## src/rtl/alu_pkg.sv

```systemverilog
// rtl/alu_pkg.sv - shared widths, opcodes, ALU codes, field positions and sequencer states
package alu_pkg;

  localparam int DATA_W = 18;
  localparam int REG_AW = 4;

  localparam logic [2:0] ALU_IDLE = 3'b000;
  localparam logic [2:0] ALU_ADD  = 3'b001;
  localparam logic [2:0] ALU_AND  = 3'b011;
  localparam logic [2:0] ALU_NAND = 3'b101;
  localparam logic [2:0] ALU_NOR  = 3'b110;

  localparam logic [3:0] OP_ADD  = 4'b0000;
  localparam logic [3:0] OP_ADDI = 4'b0001;
  localparam logic [3:0] OP_AND  = 4'b0010;
  localparam logic [3:0] OP_ANDI = 4'b0011;
  localparam logic [3:0] OP_NAND = 4'b0100;
  localparam logic [3:0] OP_NOR  = 4'b0101;

  localparam int OPC_HI = 17;
  localparam int OPC_LO = 14;
  localparam int RD_HI  = 13;
  localparam int RD_LO  = 10;
  localparam int RS1_HI = 9;
  localparam int RS1_LO = 6;
  localparam int RS2_HI = 5;
  localparam int RS2_LO = 2;
  localparam int IMM_HI = 5;
  localparam int IMM_LO = 0;

  typedef enum logic [2:0] {IDLE, READ, EXEC, WB, ERR} state_t;

  function automatic logic [DATA_W-1:0] sext_imm(input logic [5:0] imm);
    return {{(DATA_W-6){imm[5]}}, imm};
  endfunction

endpackage

```

## src/rtl/alu_instr_decode.sv

```systemverilog
// rtl/alu_instr_decode.sv - opcode to ALU control, immediate select and legality
module alu_instr_decode
  import alu_pkg::*;
(
  input  logic [3:0] opcode,
  output logic [2:0] alu_control,
  output logic       uses_imm,
  output logic       legal
);

  always_comb begin
    alu_control = ALU_IDLE;
    uses_imm    = 1'b0;
    legal       = 1'b1;
    case (opcode)
      OP_ADD:  alu_control = ALU_ADD;
      OP_ADDI: begin alu_control = ALU_ADD; uses_imm = 1'b1; end
      OP_AND:  alu_control = ALU_AND;
      OP_ANDI: begin alu_control = ALU_AND; uses_imm = 1'b1; end
      OP_NAND: alu_control = ALU_NAND;
      OP_NOR:  alu_control = ALU_NOR;
      default: legal = 1'b0;
    endcase
  end

endmodule

```

## src/rtl/alu_sequencer.sv

```systemverilog
// rtl/alu_sequencer.sv - multi-cycle issue controller: read, execute, write back, hold flags
module alu_sequencer
  import alu_pkg::*;
(
  input  logic              clk,
  input  logic              rst_n,
  input  logic              instr_valid,
  output logic              instr_ready,
  input  logic [DATA_W-1:0] instr,
  output logic [REG_AW-1:0] rf_raddr_a,
  output logic [REG_AW-1:0] rf_raddr_b,
  input  logic [DATA_W-1:0] rf_rdata_a,
  input  logic [DATA_W-1:0] rf_rdata_b,
  output logic [2:0]        alu_control,
  output logic [DATA_W-1:0] alu_a,
  output logic [DATA_W-1:0] alu_b,
  input  logic [DATA_W-1:0] alu_result,
  input  logic              alu_zero,
  input  logic              alu_negative,
  input  logic              alu_carry,
  output logic              rf_we,
  output logic [REG_AW-1:0] rf_waddr,
  output logic [DATA_W-1:0] rf_wdata,
  output logic              flag_z,
  output logic              flag_n,
  output logic              flag_c,
  output logic              busy,
  output logic              done,
  output logic              illegal
);

  state_t              state;
  logic [2:0]          dec_control;
  logic                dec_uses_imm;
  logic                dec_legal;
  logic [2:0]          ctrl_q;
  logic                uses_imm_q;
  logic [5:0]          imm_q;
  logic [REG_AW-1:0]   rd_q;

  alu_instr_decode u_decode (
    .opcode      (instr[OPC_HI:OPC_LO]),
    .alu_control (dec_control),
    .uses_imm    (dec_uses_imm),
    .legal       (dec_legal)
  );

  assign instr_ready = (state == IDLE) && rst_n;

  // Operands come straight from the register file, whose data only lands in EXEC.
  assign alu_a = (state == EXEC) ? rf_rdata_a : '0;
  assign alu_b = (state != EXEC) ? '0 : (uses_imm_q ? sext_imm(imm_q) : rf_rdata_b);

  always_ff @(posedge clk or negedge rst_n) begin
    if (!rst_n) begin
      state       <= IDLE;
      busy        <= 1'b0;
      rf_raddr_a  <= '0;
      rf_raddr_b  <= '0;
      alu_control <= ALU_IDLE;
      ctrl_q      <= ALU_IDLE;
      uses_imm_q  <= 1'b0;
      imm_q       <= '0;
      rd_q        <= '0;
      rf_we       <= 1'b0;
      rf_waddr    <= '0;
      rf_wdata    <= '0;
      flag_z      <= 1'b0;
      flag_n      <= 1'b0;
      flag_c      <= 1'b0;
      done        <= 1'b0;
      illegal     <= 1'b0;
    end else begin
      case (state)
        IDLE: begin
          if (instr_valid) begin
            busy       <= 1'b1;
            ctrl_q     <= dec_control;
            uses_imm_q <= dec_uses_imm;
            imm_q      <= instr[IMM_HI:IMM_LO];
            rd_q       <= instr[RD_HI:RD_LO];
            if (dec_legal) begin
              state      <= READ;
              rf_raddr_a <= instr[RS1_HI:RS1_LO];
              rf_raddr_b <= instr[RS2_HI:RS2_LO];
            end else begin
              state   <= ERR;
              illegal <= 1'b1;
            end
          end
        end
        READ: begin
          state       <= EXEC;
          rf_raddr_a  <= '0;
          rf_raddr_b  <= '0;
          alu_control <= ctrl_q;
        end
        EXEC: begin
          state       <= WB;
          alu_control <= ALU_IDLE;
          rf_we       <= 1'b1;
          rf_waddr    <= rd_q;
          rf_wdata    <= alu_result;
          flag_z      <= alu_zero;
          flag_n      <= alu_negative;
          flag_c      <= alu_carry;
          done        <= 1'b1;
        end
        WB: begin
          state    <= IDLE;
          rf_we    <= 1'b0;
          rf_waddr <= '0;
          rf_wdata <= '0;
          done     <= 1'b0;
          busy     <= 1'b0;
        end
        ERR: begin
          state   <= IDLE;
          illegal <= 1'b0;
          busy    <= 1'b0;
        end
        default: state <= IDLE;
      endcase
    end
  end

endmodule

```

## config.mk

```make
export PLATFORM = sky130hd
export DESIGN_NAME = alu_sequencer
export DESIGN_NICKNAME = d
export VERILOG_FILES = /design/src/rtl/alu_pkg.sv /design/src/rtl/alu_instr_decode.sv /design/src/rtl/alu_sequencer.sv
export SDC_FILE = /design/constraint.sdc
export NUM_CORES = 1
export LEC_CHECK = 0
export BUFFER_PORTS_ARGS = -buffer_cell sky130_fd_sc_hd__buf_2
export CAP_MARGIN = 20
export CORE_UTILIZATION = 40
export DETAILED_ROUTE_END_ITERATION = 8
export PLACE_DENSITY = 0.77
export RECOVER_POWER = 50
export SLEW_MARGIN = 25
export SYNTH_ARGS = -nofsm -noshare
export SYNTH_HDL_FRONTEND = slang
export SYNTH_SLANG_ARGS = --single-unit
```

## constraint.sdc

```tcl
create_clock -name clk -period 1.5 [get_ports clk]
set_input_delay 0.15 -clock clk [delete_from_list [all_inputs] [get_ports clk]]
set_output_delay 0.15 -clock clk [all_outputs]
set_load 0.02 [all_outputs]
```

# Yosys cells after proc, flatten, opt, wreduce, memory -nomap -nowiden
# Cells that the tools add are included.
[word_totals]
reg_bits = 56
inputBits = 78
output_inout_bits = 77
wordCells = 70
[op_classes]
n_mux = 24
n_eq_ne = 13
reduce_logical = 17
[op_table]
columns = ["operator", "n"]
rows = [
  ["two-way mux 18 bit", 3],
  ["one-hot mux 18 bit (2 select lines)", 1],
  ["one-hot mux 4 bit (2 select lines)", 3],
  ["two-way mux 4 bit", 4],
  ["one-hot mux 3 bit (4 select lines)", 1],
  ["nonzero test 2 bit", 5],
  ["one-hot mux 3 bit (3 select lines)", 1],
  ["equality test 4 x 2 -> 1 bit, second input constant", 2],
  ["equality test 4 x 3 -> 1 bit, second input constant", 2],
  ["OR reduction 2 bit", 4],
  ["equality test 3 x 2 -> 1 bit, second input constant", 2],
  ["two-way mux 3 bit", 2],
  ["inequality test 2 bit, second input constant", 3],
  ["one-hot mux 1 bit (2 select lines)", 3],
  ["one-hot mux 3 bit (2 select lines)", 1],
  ["AND reduction 3 bit", 2],
  ["OR reduction 6 bit", 1],
  ["two-way mux 1 bit", 5],
  ["equality test 4 x 1 -> 1 bit, second input constant", 1],
  ["logical NOT 4 bit", 1],
  ["AND reduction 2 bit", 2],
  ["equality test 3 x 1 -> 1 bit, second input constant", 1],
  ["equality test 3 bit, second input constant", 1],
  ["logical NOT 3 bit", 1],
  ["other kinds (2)", 2],
]

# Depth between registers and ports, before layout
# Gate-level depths: netlist of the first run.
[logic_depth]
word_depth = 6
depth_mapped = 6
mapped_depth_nobuf = 3

# Modules after synthesis
# Synthesis of the first run repeated with hierarchy kept, for this count alone.
[hier_totals]
hier_cells = 226
hier_area_um2 = 2566.2
[modules_own_cells]
columns = ["mod", "area_each_um2", "cells_per_inst", "n_inst"]
rows = [
  ["alu_sequencer", 2516.2, 217, 1],
  ["alu_instr_decode", 50.0, 9, 1],
]

# Least setup slack after synthesis of the first run
# OpenSTA, ideal clock, no wires.
[synth_path]
path_kind = "register -> output"
startpoint = "register state[0]"
endpoint = "output port alu_b[13]"
stages_incl_launch_ff = 7
n_path_buf = 3
setup_slack_ps = -132
arrival_time_ps = 1482
cell_sequence = "dfrtp_1 buf_6 nor2_1 buf_2 nand2_1 buf_2 a21oi_1"
[synth_between]
elab_chain_cells = 2
[synth_rtl]
columns = ["element", "line", "source"]
rows = [
  ["start, declared", "alu_sequencer.sv:32", "state_t state;"],
  ["start signal, assigned", "alu_sequencer.sv:56", "state <= IDLE;"],
  ["start signal, assigned", "alu_sequencer.sv:83", "state <= READ;"],
  ["start signal, assigned", "alu_sequencer.sv:87", "state <= ERR;"],
  ["inequality test 3 x 2 -> 1 bit", "alu_sequencer.sv:52", "assign alu_b = (state != EXEC) ? '0 : (uses_imm_q ? sext_imm(imm_q) : rf_rdata_b);"],
  ["two-way mux 18 bit", "alu_sequencer.sv:52", ""],
  ["end, declared", "alu_sequencer.sv:16", "output logic [DATA_W-1:0] alu_b,"],
]
# Every way passes these cells.

# Final worst setup path of the first run
[layout_path]
startpoint = "register state[0]"
endpoint = "output port alu_a[0]"
[layout_between]
elab_chain_cells = 2
[layout_rtl]
columns = ["element", "line", "source"]
rows = [
  ["equality test 3 x 2 -> 1 bit", "alu_sequencer.sv:51", "assign alu_a = (state == EXEC) ? rf_rdata_a : '0;"],
  ["two-way mux 18 bit", "alu_sequencer.sv:51", ""],
  ["end, declared", "alu_sequencer.sv:15", "output logic [DATA_W-1:0] alu_a,"],
]
# Every way passes these cells.

==> summary.md, run 1 <==
| Metric | Value |
|---|---|
| Clk_skew | ~7.4 ps |
| WP data arrival | roughly 1500 ps |
| Final Cycle Share | 106% |
| Chip Height | 84.0 µm |
| Share of Yosys cell area claimed by the top area cell type | 52.1% |
| Final setup viols | 37 |
| Htree depth | 2 |
| Leak pwr | approximately 2.2 nW |
| Die ar. | ~7100 µm² |
| Share of power burned in the clock network | between 10% and 20% |
| Minimum clock period | 1600 ps |
| Critical-path maximum fanout | 19 |
| CTS Buf Count | 5 |
| Reg-to-Reg Start | state[2]$_DFFE_PN0P_ |
| HP Start | instr[1] |
| Int Power | 0.00498 W |
| RSZ-0062 raised after global routing | yes |
| Clock sink total | between 50 and 60 |
| Routed vias/inst | approximately 5.1 |
| Worst Hold Class | in2reg |
| Synth unique cells | 38 |
| Starting density of the core | 41.8% |
| Start point of the critical path | state[0]$_DFFE_PN0P_ |
| Antenna viol nets, final | 0 |
| GPL Wtd Cong | 0.795 |
| Comb pwr share | 59.0% |
| Syn Std Cell Area | between 2000 and 3000 µm² |
| Number of DRC markers in iteration 0 | 90 |
| Register area | 1400 µm² |
| Met1 usage | approximately a quarter |
| Fmax | around 630 MHz |
| Routed vias | 2,568 |
| Root Driver | clkbuf_8 |
| Startpoint types | flip-flop |
| Initial DRT Pass Iterations | 6 |
| WL final | about 7400 µm |
| Critical Path RT | about 1400 ps |
| CTS tree | built |
| Fin. Hold Viols | 0 |
| Mean Syn Cell Area | ~10 µm² |
| P per Cell Area | between 2000 and 2500 nW/µm² |
| Clock latency on the worst-skew pair | 310 ps |
| Diodes inserted | 0 |
| Met3 GRT Util | approximately 4.4% |
| Antenna violations before repair | 0 |
| Average wire per standard cell | 14.5 µm |
| Net Count, Synth | between 300 and 400 |
| Crit-path slowest cell | dfrtp_2 |
| DIE WIDTH | ~84 µm |
| Share of layout cells above drive strength 1 | about half |
| Worst slack, placed | -29.0 ps |
| Final-stage net count | 506 |
| Row count | 29 |
| Final worst setup slack | -96.0 ps |
| Fill count | around 550 |
| Grt total ovfl | 0 |
| Gate Count Post-Synth | between 200 and 300 |
| Sw Share | between 40% and 50% |
| GR Layer Usage met2 | a little over a third |
| Residual DRC | 17 |
| Hold_buf cts | 0 |
| Maximum Capacitance Violations | 0 |
| Final Power | between 0.008 and 0.009 W |
| Register area share after synthesis | ~52% |
| Kind of critical path | reg2out |
| Count of input and output buffers | 154 |
| Area Growth Syn to Fin | 51.3% |
| Crit-path cells | nor2_4 -> buf_8 -> and3_1 -> buf_4 |
| Slew @ Worst Pin | around 1300 ps |
| Cell taking the most area after synthesis | dfrtp_1 |
| Violated checks | DRC, setup timing |
| Placed wire-length estimate | between 5000 and 6000 µm |
| Clk buf depth | 2 |
| Sequential power share | between 30% and 40% |
| Global route hottest layer | met2 |
| Yosys warns | 0 |
| Global-route wire length before repair | 11,300 µm |
| Fin Setup TNS | -2000 ps |
| Largest net degree at the start of global routing | between 50 and 60 |
| Ranking of synthesized cells by area | dfrtp_1 (52%), a22o_1 (8.1%), nand2_1 (6.4%) |
| Vias in the first global route | between 2,000 and 2,500 |
| #FFs+latches synth | 56 |
| Max incr delay on CP | about 460 ps |
| Clock Pin Slew Worst Setup and Hold Paths | approximately 90 ps |
| Pins Over Slew Limit | 0 |
| Net Switching | between 0.003 and 0.004 W |
| Run status | complete, but fails checks |
| Peak VDD IR | about 1.2 mV |
| Multi-input gate area | 1280 µm² |
| GR Util All Layers | just over 20% |
| Slew headroom | 11.2% |
| Area of the core | 6420 µm² |
| Critical Path Sink Type | output pin |
| Boundary pin count | 155 |
layout make-up:
cell class	count	share of cell area [%]
Tap cell	77	2.37
Clock inverter	2	0.862
Inverter	8	0.739
Clock buffer	6	1.79
Timing Repair Buffer	180	28.3
Sequential cell	56	34.5
Multi-Input combinational cell	177	31.4
kinds of logic (layout without fill, tap and decap cells):
kind of cell              Yosys count  in the layout  share of synthesized area, %
buffers and inverters              31            196                          6.01
DFF                                56             56                          52.1
xor gates and xnor gates            1              1                         0.326
muxes                               8              8                          3.12
and+or+nand+nor                   109            111                          21.9
AOI/OAI and AO/OA                  57             57                          16.5
path summary, 6_finish.rpt:
path	endpoint	slack (ps)	depth (start not counted)
setup / recovery	alu_a[0]	-100	4
hold / removal	imm_q[1]$_DFFE_PN0P_	30	3
setup reg to reg	imm_q[0]$_DFFE_PN0P_	0	5
hold reg to reg	imm_q[0]$_DFFE_PN0P_	500	2
max in group asynchronous	state[0]$_DFFE_PN0P_	280	2
min in group asynchronous	alu_control[0]$_DFFE_PN0P_	340	2
layout by cell type, fill, tap and decap left out, drive strengths merged, types with 2 or more instances in the layout:
cell and instances:
buf 168, dfrtp 56, nand2 46, a22o 25, and3 18, clkbuf 18, a21oi 16, nand2b 15
nor2 10, inv 8, mux2i 5, nand4 5, o311ai 5, or4b 3, a32o 3, nor2b 3
mux2 3, and3b 2, and2b 2, o21ai 2, nor4b 2
Yosys cell counts:
| cell type | instances |
|---|---|
| nand2_1 | 46 |
| o31ai_2 | 1 |
| mux2i_1 | 5 |
| clkbuf_1 | 9 |
| o21a_1 | 1 |
| nor3_4 | 1 |
| and2_1 | 1 |
| nand2b_1 | 15 |
| buf_8 | 1 |
| nor4b_4 | 1 |
| nand4_1 | 5 |
| or4b_4 | 1 |
| or2_2 | 1 |
| nor2_1 | 9 |
| xor2_1 | 1 |
| o41ai_2 | 1 |
| a221oi_1 | 1 |
| inv_1 | 8 |
| nand3_1 | 1 |
| a31oi_1 | 1 |
| buf_2 | 9 |
| and2b_1 | 2 |
| a32o_1 | 3 |
| and3_1 | 18 |
| a21oi_1 | 16 |
| a22o_1 | 25 |
| a2bb2oi_1 | 1 |
| buf_6 | 2 |
| nor2b_1 | 3 |
| o21ai_0 | 2 |
| nor2_2 | 1 |
| and3b_1 | 2 |
| nor3b_1 | 1 |
| dfrtp_1 | 56 |
| o311ai_0 | 5 |
| buf_4 | 2 |
| mux2_2 | 3 |
| nor4b_1 | 1 |
metrics by stage:
step	utilization (%)	instance area [µm²]	hold slack [ps]	instances
floorplan	-	2710	-146	262
global placement	56.0	3600	341	487
detailed placement	56.0	3600	346	487
CTS	60.7	3900	27.2	502
global route	63.3	4070	37.3	506
finish	63.3	4070	33.1	506
registers in the layout, summed over array words and instances, names as in the netlist, 3 cells and up:
name and count:
rf_waddr 4, rf_raddr_b 4, state 3, imm_q 6, rf_raddr_a 4, rd_q 4
alu_control 3, ctrl_q 3, rf_wdata 18
power groups by stage:
| stage | Clock (W) | Combinational [W] | Sequential (W) |
|---|---|---|---|
| global placement | 0 | 0.00431 | 0.00261 |
| floorplan | 0 | 0.00246 | 0.00311 |
| detailed placement | 0 | 0.00441 | 0.00263 |
| global route | 0.00105 | 0.00556 | 0.00271 |
| CTS | 0.000976 | 0.00486 | 0.00260 |
| finish | 0.000961 | 0.00516 | 0.00263 |
per-layer routing:
metal	wire, µm	vias up
met5	0	-
met4	51	0
met3	481	6
met2	3660	110
met1	3160	1198
li1	-	1254
critical path: cells and delay by family, from the launching register on:
family | cells | cell delay, ps
flip-flops | 1 | 460
buffers and inverters | 2 | 310
AND/OR/NAND/NOR | 2 | 370
what timing repair did:
action	4_1_cts	5_1_grt
buffers inserted	5	4
resized for setup	48	46
cloned	2	0
pin swaps	3	16
endpoints found under the setup margin	39	75
Note: power is estimated with default switching activity, not from simulation.
==> inputs of run 2 (changes only) <==
--- a/config.mk
+++ b/config.mk
@@ -7,6 +7,7 @@
 export LEC_CHECK = 0
 export BUFFER_PORTS_ARGS = -buffer_cell sky130_fd_sc_hd__buf_2
 export CAP_MARGIN = 20
+export CORE_MARGIN = 10
 export CORE_UTILIZATION = 40
 export DETAILED_ROUTE_END_ITERATION = 8
 export PLACE_DENSITY = 0.77
==> summary.md, run 2 (synthesis results as in run 1) <==
| Metric | Value |
|---|---|
| WP data arrival | about 1500 ps |
| Startpoint types | flip-flop |
| Clock sink total | 56 |
| Final Cycle Share | 108% |
| Worst Hold Class | in2reg |
| Slew headroom | around 5.6% |
| Row count | 29 |
| Routed vias | between 2,000 and 3,000 |
| Critical Path RT | 1350 ps |
| Hold_buf cts | 0 |
| Diodes inserted | 0 |
| Largest regs | rf_wdata x18, imm_q x6 |
| Crit-path cells | buf_6 -> nor2_4 -> nand2_2 -> buf_12 -> a21oi_2 -> buf_6 |
| Commonest cells after routing, fill and taps aside | buf_2 (112), dfrtp_1 (55), nand2_1 (34) |
| Crit-path slowest cell | dfrtp_1 |
| GPL Wtd Cong | a little under 0.8 |
| Max reg flops | 18 |
| P per Cell Area | about 2100 nW/µm² |
| Delay-heaviest family, CP | buffers and inverters |
| DIE WIDTH | between 100 and 150 µm |
| Worst Path Buf+Inv | 3 |
| Top reg by flops | rf_wdata |
| Boundary pin count | 155 |
| Final setup viols | between 40 and 50 |
| Htree depth | 2 |
| GR Util All Layers | 16.5% |
| CP dominant cell by count | buf_6 |
| Minimum clock period | 1620 ps |
| Run status | complete, but fails checks |
| Placed inst area | around 3600 µm² |
| Final-stage net count | 510 |
| Maximum Capacitance Violations | 0 |
| Fmax | slightly above 600 MHz |
| Grt total ovfl | 0 |
| Pins Over Slew Limit | 0 |
| Share of layout cells above drive strength 1 | between 50 and 60% |
| Root Driver | clkbuf_8 |
| Final worst setup slack | -122 ps |
| Vias in the first global route | around 2,800 |
| Number of DRC markers in iteration 0 | roughly 110 |
| Worst slack, placed | -32.3 ps |
| CTS Buf Count | 5 |
| Die ar. | 10,400 µm² |
| Placed wire-length estimate | approximately 6600 µm |
| Final Cell Area | between 4000 and 5000 µm² |
| Critical Path Sink Type | output pin |
| Area Growth Syn to Fin | 54.8% |
| Clock latency on the worst-skew pair | 310 ps |
| Largest net degree at the start of global routing | 57 |
| Leak pwr | approximately 2.2 nW |
| Clk buf depth | 2 |
| Starting density of the core | between 40% and 50% |
| Antenna violations before repair | 0 |
| Clock Pin Slew Worst Setup and Hold Paths | 100 ps |
| Initial DRT Pass Iterations | 4 |
| Residual DRC | 0 |
| Average wire per standard cell | about 18 µm |
| WL final | about 9300 µm |
| Peak VDD IR | between 1 and 1.5 mV |
| Commonest non-fill, non-tap cell in the layout | buf_2 |
| CTS tree | built |
| Fin. Hold Viols | 0 |
| Slew @ Worst Pin | 1420 ps |
| Global-route wire length before repair | approximately 14,000 µm |
| Chip Height | around 100 µm |
| Max incr delay on CP | roughly 410 ps |
| Area of the core | ~6400 µm² |
| Kind of critical path | reg2out |
| Critical-path maximum fanout | 19 |
| Count of input and output buffers | about 150 |
| Clk_skew | between 7 and 8 ps |
| Routed vias/inst | between 5 and 6 |
| Antenna viol nets, final | 0 |
| Violated checks | setup timing |
| RSZ-0062 raised after global routing | yes |
[run 2: cell count changes in the layout (fill, tap and decap cells not counted), sizes merged]
| cell | change |
|---|---|
| clkinvlp | +1 |
| or4b | -1 |
| inv | +1 |
| bufinv | -1 |
| buf | +9 |
| clkbuf | -5 |
[run 2: worst reg2reg max path, stage by stage (launching register included)]
cell     delay [ps]
dfrtp_2         460
buf_6           140
buf_6           110
nor4b_4         380
buf_12          180
buf_8           120
nand2_2          40
nand2_1          50
[run 2: layer usage]
| metal | part of all wire (%) | global-route usage, % | wire, µm |
|---|---|---|---|
| met1 | 41 | 19.4 | 3810 |
| met2 | 47 | 27.0 | 4390 |
| met3 | 9.9 | 6.61 | 923 |
| met4 | 1.9 | 5.42 | 180 |
| met5 | 0 | 0 | 0 |
[run 2: final timing paths]
check / from / endpoint / slack, ps / cells after the start
worst min register to register: rd_q[0]$_DFFE_PN0P_ / rd_q[0]$_DFFE_PN0P_ / 490 / 2
max in group asynchronous: rst_n / state[0]$_DFFE_PN0P_ / 230 / 2
min in group asynchronous: rst_n / imm_q[5]$_DFFE_PN0P_ / 330 / 2
worst max register to register: state[0]$_DFFE_PN0P_ / imm_q[0]$_DFFE_PN0P_ / -40 / 7
worst max-delay path: state[2]$_DFFE_PN0P_ / alu_b[8] / -120 / 6
worst min-delay path: instr[13] / rd_q[3]$_DFFE_PN0P_ / 20 / 3
[run 2: area by class of cell]
class | instances | area [µm²]
Sequential cell | 56 | 1400
Timing Repair Buffer | 185 | 1270
Clock buffer | 5 | 68.8
Fill cell | 496 | 2260
Inverter | 8 | 30.0
Tap cell | 77 | 96.3
Multi-Input combinational cell | 176 | 1280
Clock inverter | 3 | 21.3
[run 2: metrics by stage]
stage,hold WS [ps],util (%),TNS [ps],total power (W),cells
6_report,19.5,64.8,-3430,0.00887,510
5_1_grt,26.1,64.8,-6630,0.00945,510
3_3_place_gp,342,56.4,0,0.00705,489
4_1_cts,16.3,62.1,-2640,0.00857,503
2_1_floorplan,-146,-,-633,0.00557,262
3_5_place_dp,345,56.4,-368,0.00719,489
[run 2: power breakdown]
group          total, W  leakage (nW)  switching [W]  internal (W)
clock network  0.000838        0.0445       0.000506      0.000333
registers       0.00261         0.708       0.000415       0.00219
logic           0.00543          1.46        0.00300       0.00242
[run 2: timing repair]
item                                    4_1_cts  5_1_grt
setup buffers                                 6        4
pin swaps                                     4       15
hold endpoints to repair                      0        0
resized for setup                            74       32
cloned                                        0        3
endpoints found under the setup margin       59       75
